<file path="src/rtl/relay_mod_sequencer.sv">
// Relay-mode modulation sequencer for the ISO14443-A front end: samples the relay
// line at the subcarrier rate, frames bytes, and switches mod_type between listen and modulate.
//
// state    | meaning
// DISABLED | non-relay mode, mod_type mirrors mode_sel
// LISTEN   | relay mode, waiting for the start pattern
// ACTIVE   | relay frame in progress, modulating
module relay_mod_sequencer #(
  parameter int          DIV_LOG2     = 4,
  parameter int          SAMPLE_PHASE = 8,
  parameter int          MAX_BYTES    = 64,
  parameter logic [7:0]  READER_START = 8'hc0,
  parameter logic [7:0]  TAG_START    = 8'hf0
) (
  input  logic       ck_1356meg,
  input  logic       rst,
  input  logic [2:0] mode_sel,
  input  logic       relay_in,
  output logic [2:0] mod_type,
  output logic       frame_data,
  output logic       active,
  output logic       sample_strobe,
  output logic       frame_err
);

  localparam int         BW       = $clog2(MAX_BYTES + 1);
  localparam logic [2:0] M_READER = 3'b101;
  localparam logic [2:0] M_TAG    = 3'b110;

  typedef enum logic [1:0] {S_DISABLED, S_LISTEN, S_ACTIVE} state_t;

  state_t              state, state_nx;
  logic [DIV_LOG2-1:0] divider;
  logic                sync1, rbit;
  logic [23:0]         window, window_nx, win_sh;
  logic [2:0]          bit_cnt, bit_cnt_nx, nb;
  logic [BW-1:0]       byte_cnt, byte_cnt_nx;
  logic [2:0]          mode_q;
  logic                frame_data_nx, frame_err_nx;
  logic                relay, is_tag, mode_chg, start_hit, end_hit;
  logic [7:0]          start_pat;

  assign sample_strobe = (divider == DIV_LOG2'(SAMPLE_PHASE));
  assign relay         = (mode_sel == M_READER) || (mode_sel == M_TAG);
  assign is_tag        = (mode_sel == M_TAG);
  assign start_pat     = is_tag ? TAG_START : READER_START;
  assign win_sh        = {window[22:0], rbit};
  assign nb            = bit_cnt + 3'd1;
  assign start_hit     = (win_sh == {16'h0000, start_pat});
  assign end_hit       = is_tag ? (win_sh[15:8] == 8'h00)
                                : ((win_sh[23:8] == 16'h0000) || (win_sh[23:8] == 16'hc000));
  // a relay-mode state implies the previous cycle was also a relay mode
  assign mode_chg      = (state != S_DISABLED) && (mode_sel != mode_q);
  assign active        = (state == S_ACTIVE);

  always_ff @(posedge ck_1356meg) begin
    if (rst) begin
      divider    <= '0;
      sync1      <= 1'b0;
      rbit       <= 1'b0;
      window     <= '0;
      bit_cnt    <= '0;
      byte_cnt   <= '0;
      mode_q     <= '0;
      state      <= S_DISABLED;
      frame_data <= 1'b0;
      frame_err  <= 1'b0;
    end else begin
      divider    <= divider + DIV_LOG2'(1);
      sync1      <= relay_in;
      rbit       <= sync1;
      window     <= window_nx;
      bit_cnt    <= bit_cnt_nx;
      byte_cnt   <= byte_cnt_nx;
      mode_q     <= mode_sel;
      state      <= state_nx;
      frame_data <= frame_data_nx;
      frame_err  <= frame_err_nx;
    end
  end

  always_comb begin
    state_nx      = state;
    window_nx     = window;
    bit_cnt_nx    = bit_cnt;
    byte_cnt_nx   = byte_cnt;
    frame_data_nx = frame_data;
    frame_err_nx  = 1'b0;
    if (!relay) begin
      state_nx      = S_DISABLED;
      window_nx     = '0;
      bit_cnt_nx    = '0;
      byte_cnt_nx   = '0;
      frame_data_nx = 1'b0;
    end else if (state == S_DISABLED) begin
      state_nx = S_LISTEN;
    end else if (mode_chg) begin
      state_nx      = S_LISTEN;
      window_nx     = '0;
      bit_cnt_nx    = '0;
      byte_cnt_nx   = '0;
      frame_data_nx = 1'b0;
    end else if (sample_strobe) begin
      window_nx     = win_sh;
      frame_data_nx = win_sh[7];
      bit_cnt_nx    = nb;
      if (start_hit) begin
        state_nx    = S_ACTIVE;
        bit_cnt_nx  = '0;
        byte_cnt_nx = '0;
      end else if (state == S_ACTIVE && nb == 3'd0) begin
        if (end_hit) begin
          state_nx = S_LISTEN;
        end else if ((byte_cnt + BW'(1)) == BW'(MAX_BYTES)) begin
          state_nx     = S_LISTEN;
          frame_err_nx = 1'b1;
        end else begin
          byte_cnt_nx = byte_cnt + BW'(1);
        end
      end
    end
  end

  always_comb begin
    mod_type = mode_sel;
    if (relay) begin
      case (state)
        S_LISTEN: mod_type = is_tag ? 3'b011 : 3'b001;
        S_ACTIVE: mod_type = is_tag ? 3'b100 : 3'b010;
        default:  mod_type = mode_sel;
      endcase
    end
  end

endmodule

</file>
<file path="config.mk">
export PLATFORM = sky130hd
export DESIGN_NAME = relay_mod_sequencer
export DESIGN_NICKNAME = d
export VERILOG_FILES = /design/src/rtl/relay_mod_sequencer.sv
export SDC_FILE = /design/constraint.sdc
export NUM_CORES = 1
export LEC_CHECK = 0
export ABC_AREA = 0
export CAP_MARGIN = 20
export CORE_MARGIN = 1.5
export CORE_UTILIZATION = 40
export DETAILED_ROUTE_END_ITERATION = 6
export PLACE_DENSITY_LB_ADDON = 0.1
export SLEW_MARGIN = 10
export SYNTH_ARGS = -nofsm -noshare
export SYNTH_HDL_FRONTEND = slang
export SYNTH_SLANG_ARGS = --single-unit
</file>
<file path="constraint.sdc">
create_clock -name ck_1356meg -period 5.2 [get_ports ck_1356meg]
set_input_delay 1.56 -clock ck_1356meg [delete_from_list [all_inputs] [get_ports ck_1356meg]]
set_output_delay 1.56 -clock ck_1356meg [all_outputs]
set_load 0.02 [all_outputs]
</file>
Yosys cells after proc, flatten, opt, wreduce, memory -nomap -nowiden
Cells that the tools add are included.

Bits in registers: 46. Bits in latches: 0. Memory bits (writable): 0. Memory bits (read-only): 0. Output and inout bits: 7. Logic and storage cells: 79. Memories kept: 0.

Add/sub/neg operators: 3. $mul: 0. Div/mod/pow operators: 0. $lt $le $gt $ge: 0. Equal/unequal tests: 11. Shift operators: 0. Multiplexer cells: 27. Bitwise gates (word level): 4. Reduce and logical (&&, ||, !) cells: 23.

Operators by type and width (count): $mux W23 (2); $mux W7 (6); $eq A24 B8 Y1 (1); $eq A16 B16 Y1 const B (1); $logic_not A16 Y1 (1); $mux W3 (5); $mux W2 (5); $reduce_bool A3 Y1 (3); $logic_not A8 Y1 (1); $reduce_or A8 Y1 (1); $add A7 B1 Y7 const B (1); $eq A7 B7 Y1 const B (1); $mux W1 (7); $eq A3 B3 Y1 const B (2); $mux W6 (1); $ne A3 B3 Y1 const B (2); $pmux W3 S2 (1); $reduce_and A3 Y1 (2); $reduce_bool A2 Y1 (3); $reduce_and A5 Y1 (1); $reduce_bool A5 Y1 (1); $add A4 B1 Y4 const B (1); $eq A4 B4 Y1 const B (1); $not A1 Y1 (4); 12 further kinds (14).

Depth between registers and ports, before layout
Gate-level depths: netlist of run 1.

Depth in word-level cells: 9. Depth in mapped cells: 9. Mapped depth without buffers: 8.

Worst setup path before layout of run 1
OpenSTA, ideal clock, no wires.

Path type: input to output. Start point: input port mode_sel[1]. End point: output port mod_type[2]. Arrival time: 2.246 ns. Required time: 3.640 ns. Slack: 1.394 ns. Cell stages on the path: 3. Path through: nand2b_1 o21ai_0 a21boi_0.

Longest elaborated chain between the ends: 4.

RTL lines: start: declaration (RTL line 17) `input logic [2:0] mode_sel,`; $eq A3 B3 Y1 (RTL line 44, 45); $mux W3 (RTL line 129) `S_ACTIVE: mod_type = is_tag ? 3'b100 : 3'b010;`; $pmux W3 S2 (RTL line 127) `case (state)`; $mux W3 (*) (RTL line 126) `if (relay) begin`; end: declaration (RTL line 19) `output logic [2:0] mod_type,`.

Every way passes the cells marked *; elsewhere a longest branch is shown, timed or not.

Worst setup path in the final report of run 1
Same ends and word-level chain as after synthesis.

==> results.py, run 1 <==
metrics = {
    "timing": {
        "hold_viol": 0,
        "fin_setup_tns_ns": 0,
        "clock.fmax_mhz": 210,
        "hold_ws_ns": 0.443,
        "rsz0062_at_grt": "false",
        "drv_slew": 0,
        "finalSetupViolCount": 0,
        "fin_crit_ns": 4.76,
        "finClkSkew_ns": 0.00894,
        "finalCritPeriodShare": 0.916,
        "worst_slew_pin_slew_ns": 0.806,
        "relSlewSlack": 0.461,
    },
    "synthesis": {
        "synth-seq-area-share": 0.434,
        "ys_types": 44,
        "yosysWarnings": 0,
        "synth-compound-area-share": 0.190,
        "synth_ff_type": "dfxtp_1",
        "async_flop_share": 0,
        "netlist_area_sq_um": 2080,
        "yosys.area_share.simple": 0.250,
        "netlist.area_leader.share": 0.434,
        "synthMuxAreaShare": 0.0120,
        "synth_fp_nets": 259,
        "ys_top_cells_by_area": "dfxtp_1 43%, a21oi_1 7.2%, nand3_1 7.0%",
        "synth_largest_area_cell": "dfxtp_1",
        "ys_ff_latch": 45,
        "postSynthCellCount": 245,
        "synth_top_family_by_area": "simple AND/OR/NAND/NOR gates",
        "synth_xor_xnor_area_share": 0.0295,
        "postSynthAreaPerCell_sq_um": 8.48,
        "synth_edf_count": 0,
        "synthAdderAreaFrac": 0.0482,
    },
    "cts": {
        "ctsHoldBuffers": 0,
        "cts_tree": "yes",
        "cts_resized": 0,
        "clk_pin_slew_ns": 0.09,
        "root_buffer": "clkbuf_8",
        "cts.sinks": 45,
        "insertion_delay_ns": 0.29,
        "cts_setup_buffers": 0,
        "clk_path_buf_depth": 2,
        "htreeDepth": 2,
        "cts_made_buffers": 5,
    },
    "power_and_ir_drop": {
        "p_comb_frac": 0.073,
        "ir_worst_vdd_uv": 104,
        "p_seq_frac": 0.581,
        "p_per_area_nw_per_um2": 258,
        "internal_power_mw": 0.459,
        "p_leak_nw": 0.811,
        "clockPowerShare": 0.346,
        "p_sw_mw": 0.145,
        "p_sw_frac": 0.240,
    },
    "die": {
        "io_pins": 13,
        "fp-row-count": 26,
        "die_h_microns": 75.1,
        "die_w_microns": 75.1,
        "initial_core_util": 0.412,
        "coreArea_sq_um": 5040,
        "fp.dieArea_sq_um": 5630,
    },
    "job": {
        "drv_cap": 0,
    },
    "grt": {
        "grt_usage": 0.168,
        "overflow": 0,
        "antenna_found_initial": 0,
        "use_met3": 0.0402,
        "met1_usage": 0.213,
        "grt_pass1_vias": 1604,
        "grt_use_met2": 0.282,
        "top_usage_layer": "met2",
        "grt_max_degree": 30,
        "grt_pass1_wl_mm": 7.26,
    },
    "min_path": {
        "hp-start": "sync1",
        "hold_path_depth": 1,
        "min_path_type": "register to register",
        "whs_endpoint": "rbit",
    },
    "setup_path": {
        "endpoint_kind": "output pin",
        "r2r_slack_ns": 3.09,
        "path_class": "input port to output pin",
        "crit_arrival_ns": 3.20,
        "cp.required_ns": 3.64,
        "r2r_end": "byte_cnt[0]",
        "critPathMaxFanout": 7,
        "worst_r2r_path_depth": 5,
        "worst_setup_path_start_kind": "input port",
        "timing.rr.start": "window[11]",
    },
    "detailed_routing": {
        "route.vias.total": 1730,
        "firstDrtPassIters": 4,
        "wl_mm": 4.14,
        "drc": 0,
        "wl_per_cell_microns": 12.7,
        "drt_iter0_drc": 110,
        "final_antenna_net_count": 0,
        "via_per_inst": 5.31,
    },
    "placement": {
        "dp_hpwl_mm": 2.77,
        "place_area_sq_um": 2260,
        "io_buffers": 12,
        "place.gp.congestion": 0.735,
        "place_inst": 318,
    },
    "cells_and_area": {
        "stdcell_area_sq_um": 2340,
        "final_common_cell": "dfxtp_1",
        "finalNonFillerCells": 326,
        "drive_gt1_frac": 0.0859,
        "nNetsFinal": 269,
        "final_cell_mix": "45 x dfxtp_1, 34 x nand2_1, 30 x a21oi_1, 29 x nand3_1, 12 x clkdlybuf4s50_1",
        "n_antenna_cell": 0,
        "syn2layout_area_growth_pct": 12.7,
    },
    "outcome": {
        "status": "complete, no violations",
    },
}
==> power by group through the flow <==
stage	Clock [mW]	Combinational [mW]	Sequential, mW
CTS	0.220	0.0448	0.351
global route	0.233	0.0497	0.352
detailed placement	0	0.0445	0.360
finish	0.209	0.0440	0.351
global placement	0	0.0447	0.360
floorplan	0	0.0293	0.359
==> cell families (layout without fill, tap and decap cells) <==
kind of cell,Yosys count,count (layout)
buffers and inverters,20,31
muxes,2,2
DFF,45,45
xor gates and xnor gates,7,7
adders and majority gates,8,8
AOI/OAI and AO/OA,61,61
and+or+nand+nor,102,102
==> state kept, by name (all words and copies together) (netlist names) <==
signal and cells:
window 23, byte_cnt 7, divider 4, bit_cnt 3, mode_q 3, state 2, frame_err 1, rbit 1
sync1 1
==> routing by layer <==
metal	vias to the layer above	routed length [microns]
li1	886	-
met1	813	2030
met2	29	1940
met3	2	142
met4	0	27
met5	-	0
==> layout make-up <==
type / count / area [sq um]
clock buffers: 6 / 72.6
clock inverters: 2 / 10.0
fillers: 523 / 2700
inverters: 9 / 33.8
multi-input cells: 180 / 1100
flip-flops and latches: 45 / 901
well taps: 70 / 87.6
repair buffers: 14 / 135
==> synth_stat cells, types with 2 or more instances <==
cell type / count
nor2_1: 11
a22oi_1: 2
a21oi_1: 30
ha_1: 8
or2_2: 2
clkbuf_1: 10
a22o_1: 2
nand3_1: 29
a21o_2: 4
inv_1: 9
or4_1: 3
nor2b_1: 4
xor2_1: 2
dfxtp_1: 45
o21ai_0: 9
or3_1: 2
xnor2_1: 5
nand3b_1: 2
a31oi_1: 3
nand2_1: 34
nor4_1: 2
nor3_1: 2
nand2b_1: 4
==> worst max-delay path by stage <==
| stage | cells past startpoint | start | endpoint | slack (ns) |
|---|---|---|---|---|
| after floorplan | 3 | mode_sel[1] | mod_type[2] | 1.39 |
| after global placement | 5 | mode_sel[1] | mod_type[2] | 0.46 |
| after detailed placement | 5 | mode_sel[1] | mod_type[2] | 0.44 |
| after CTS | 5 | mode_sel[1] | mod_type[2] | 0.43 |
| after global routing | 5 | mode_sel[1] | mod_type[2] | 0.32 |
| final | 5 | mode_sel[1] | mod_type[2] | 0.44 |
==> per-stage QoR <==
step | setup slack, ns | total power [mW] | util
floorplan | 1.39 | 0.388 | -
global placement | 0.457 | 0.404 | 0.448
detailed placement | 0.444 | 0.404 | 0.448
CTS | 0.428 | 0.616 | 0.464
global route | 0.318 | 0.635 | 0.464
finish | 0.438 | 0.604 | 0.464
==> worst max-delay path: stages <==
cell	delay (ns)
clkdlybuf4s50_1	0.59
nand2b_1	0.16
o21ai_0	0.08
a21boi_0	0.18
clkdlybuf4s50_1	0.62
No activity file was read; power rests on OpenSTA's default activity.
==> run 2: changes to the inputs <==
--- a/config.mk
+++ b/config.mk
@@ -8,8 +8,9 @@
 export ABC_AREA = 0
 export CAP_MARGIN = 20
 export CORE_MARGIN = 1.5
-export CORE_UTILIZATION = 40
+export CORE_UTILIZATION = 36
 export DETAILED_ROUTE_END_ITERATION = 6
+export GPL_TIMING_DRIVEN = 0
 export PLACE_DENSITY_LB_ADDON = 0.1
 export SLEW_MARGIN = 10
 export SYNTH_ARGS = -nofsm -noshare
==> results.py, run 2 (synthesis gave the netlist of run 1 again) <==
metrics = {
    "power_and_ir_drop": {
        "ir_worst_vdd_uv": 98.0,
        "p_per_area_nw_per_um2": 256,
        "p_leak_nw": 0.805,
        "total_power_mw": 0.604,
    },
    "placement": {
        "io_buffers": 11,
        "place_ws_ns": 0.419,
        "place.gp.congestion": 0.697,
        "place_area_sq_um": 2280,
        "dp_hpwl_mm": 2.98,
        "place_inst": 328,
    },
    "setup_path": {
        "path_cells": "clkdlybuf4s50_1 -> nand2b_1 -> o21ai_0 -> a21boi_0 -> clkdlybuf4s50_1",
        "path_class": "input port to output pin",
        "cp_slowest_stage_delay_ns": 0.63,
        "cp.depth": 5,
        "worst_setup_path_start_kind": "input port",
        "cpMaxStageDelayCell": "clkdlybuf4s50_1",
        "path_buf_inv": 2,
        "cp_common_cell": "clkdlybuf4s50_1",
        "crit_arrival_ns": 3.23,
        "cp.required_ns": 3.64,
        "endpoint_kind": "output pin",
        "worst_r2r_path_depth": 5,
        "critPathMaxFanout": 7,
        "crit_family": "buffers and inverters",
    },
    "cts": {
        "cts_tree": "yes",
        "cts.sinks": 45,
        "htreeDepth": 2,
        "cts_setup_buffers": 0,
        "ctsHoldBuffers": 0,
        "root_buffer": "clkbuf_8",
        "cts_made_buffers": 5,
        "clk_path_buf_depth": 2,
        "clk_pin_slew_ns": 0.08,
        "cts_resized": 0,
        "insertion_delay_ns": 0.29,
    },
    "cells_and_area": {
        "top_register": "window",
        "regArea_sq_um": 901,
        "stdcell_area_sq_um": 2360,
        "fillers": 577,
        "finalNonFillerCells": 336,
        "reg_top3": "window: 23 flops, byte_cnt: 7 flops, divider: 4 flops",
        "final_common_cell": "dfxtp_1",
        "largest_register_ffs": 23,
        "multiInputGateArea_sq_um": 1100,
        "nNetsFinal": 277,
        "drive_gt1_frac": 0.0682,
        "n_antenna_cell": 0,
        "fin_util": 0.425,
        "syn2layout_area_growth_pct": 13.5,
        "final_cell_mix": "45 x dfxtp_1, 34 x nand2_1, 30 x a21oi_1, 29 x nand3_1, 13 x clkbuf_1",
    },
    "timing": {
        "finalWorstSetupSlack_ns": 0.412,
        "clock.fmax_mhz": 209,
        "fin_crit_ns": 4.79,
        "worst_slew_pin_slew_ns": 0.486,
        "relSlewSlack": 0.676,
        "hold_ws_ns": 0.451,
        "rsz0062_at_grt": "false",
        "finClkSkew_ns": 0.00831,
        "finalSetupViolCount": 0,
        "hold_viol": 0,
        "finalCritPeriodShare": 0.921,
        "fin_setup_tns_ns": 0,
        "drv_slew": 0,
    },
    "die": {
        "fp.dieArea_sq_um": 6230,
        "die_h_microns": 79.0,
        "initial_core_util": 0.375,
        "coreArea_sq_um": 5540,
        "die_w_microns": 79.0,
        "fp-row-count": 27,
        "io_pins": 13,
    },
    "outcome": {
        "status": "complete, no violations",
    },
    "detailed_routing": {
        "final_antenna_net_count": 0,
        "via_per_inst": 5.19,
        "drc": 0,
        "firstDrtPassIters": 4,
        "drt_iter0_drc": 84,
        "wl_per_cell_microns": 12.6,
        "route.met2.wl_mm": 1.85,
        "route.vias.total": 1743,
        "wl_met1_mm": 2.15,
        "wl_mm": 4.22,
        "dr.max_layer_used": "met4",
        "met3WireLength_microns": 175,
    },
    "min_path": {
        "min_path_type": "register to register",
        "hold_path_depth": 1,
    },
    "grt": {
        "antenna_found_initial": 0,
        "grt_pass1_wl_mm": 7.07,
        "grt_usage": 0.145,
        "grt_pass1_vias": 1556,
        "grt_max_degree": 13,
        "overflow": 0,
    },
    "job": {
        "drv_cap": 0,
    },
}
==> run 2: changes by cell type in the layout (fill, tap and decap cells not counted) <==
cell             before  now
buf_1                 0    1
buf_4                 2    0
clkbuf_1              1   13
clkdlybuf4s50_1      12   11
clkinv_2              2    0
==> run 2: worst paths after layout <==
check | start | to | slack, ns
setup / recovery | mode_sel[1] | mod_type[2] | 0.41
hold / removal | sync1 | rbit | 0.45
setup reg to reg | window[7] | byte_cnt[0] | 3.08
hold reg to reg | sync1 | rbit | 0.45
==> run 2: layout make-up <==
class | count | area share
inverters | 9 | 0.0143
plain buffers | 11 | 0.0175
clock buffers | 8 | 0.0340
well taps | 72 | 0.0382
multi-input cells | 180 | 0.467
repair buffers | 11 | 0.0467
flip-flops and latches | 45 | 0.382
==> run 2: worst reg2reg max path: cells and delay by family (launching register included) <==
kind / cells / cell delay [ns]
flops: 1 / 0.34
compound gates: 2 / 0.63
simple gates: 2 / 0.78
mux: 1 / 0.26
==> run 2: power breakdown <==
part / internal [mW] / switching, mW / total [mW]
Clock: 0.0956 / 0.112 / 0.208
Sequential: 0.349 / 0.00272 / 0.351
Combinational: 0.0171 / 0.0276 / 0.0448
Total: 0.461 / 0.143 / 0.604
==> run 2: layer usage <==
layer,GRT usage,vias up
met5,0,-
met4,0.0474,0
met3,0.0437,5
met2,0.228,30
met1,0.189,807
li1,-,901
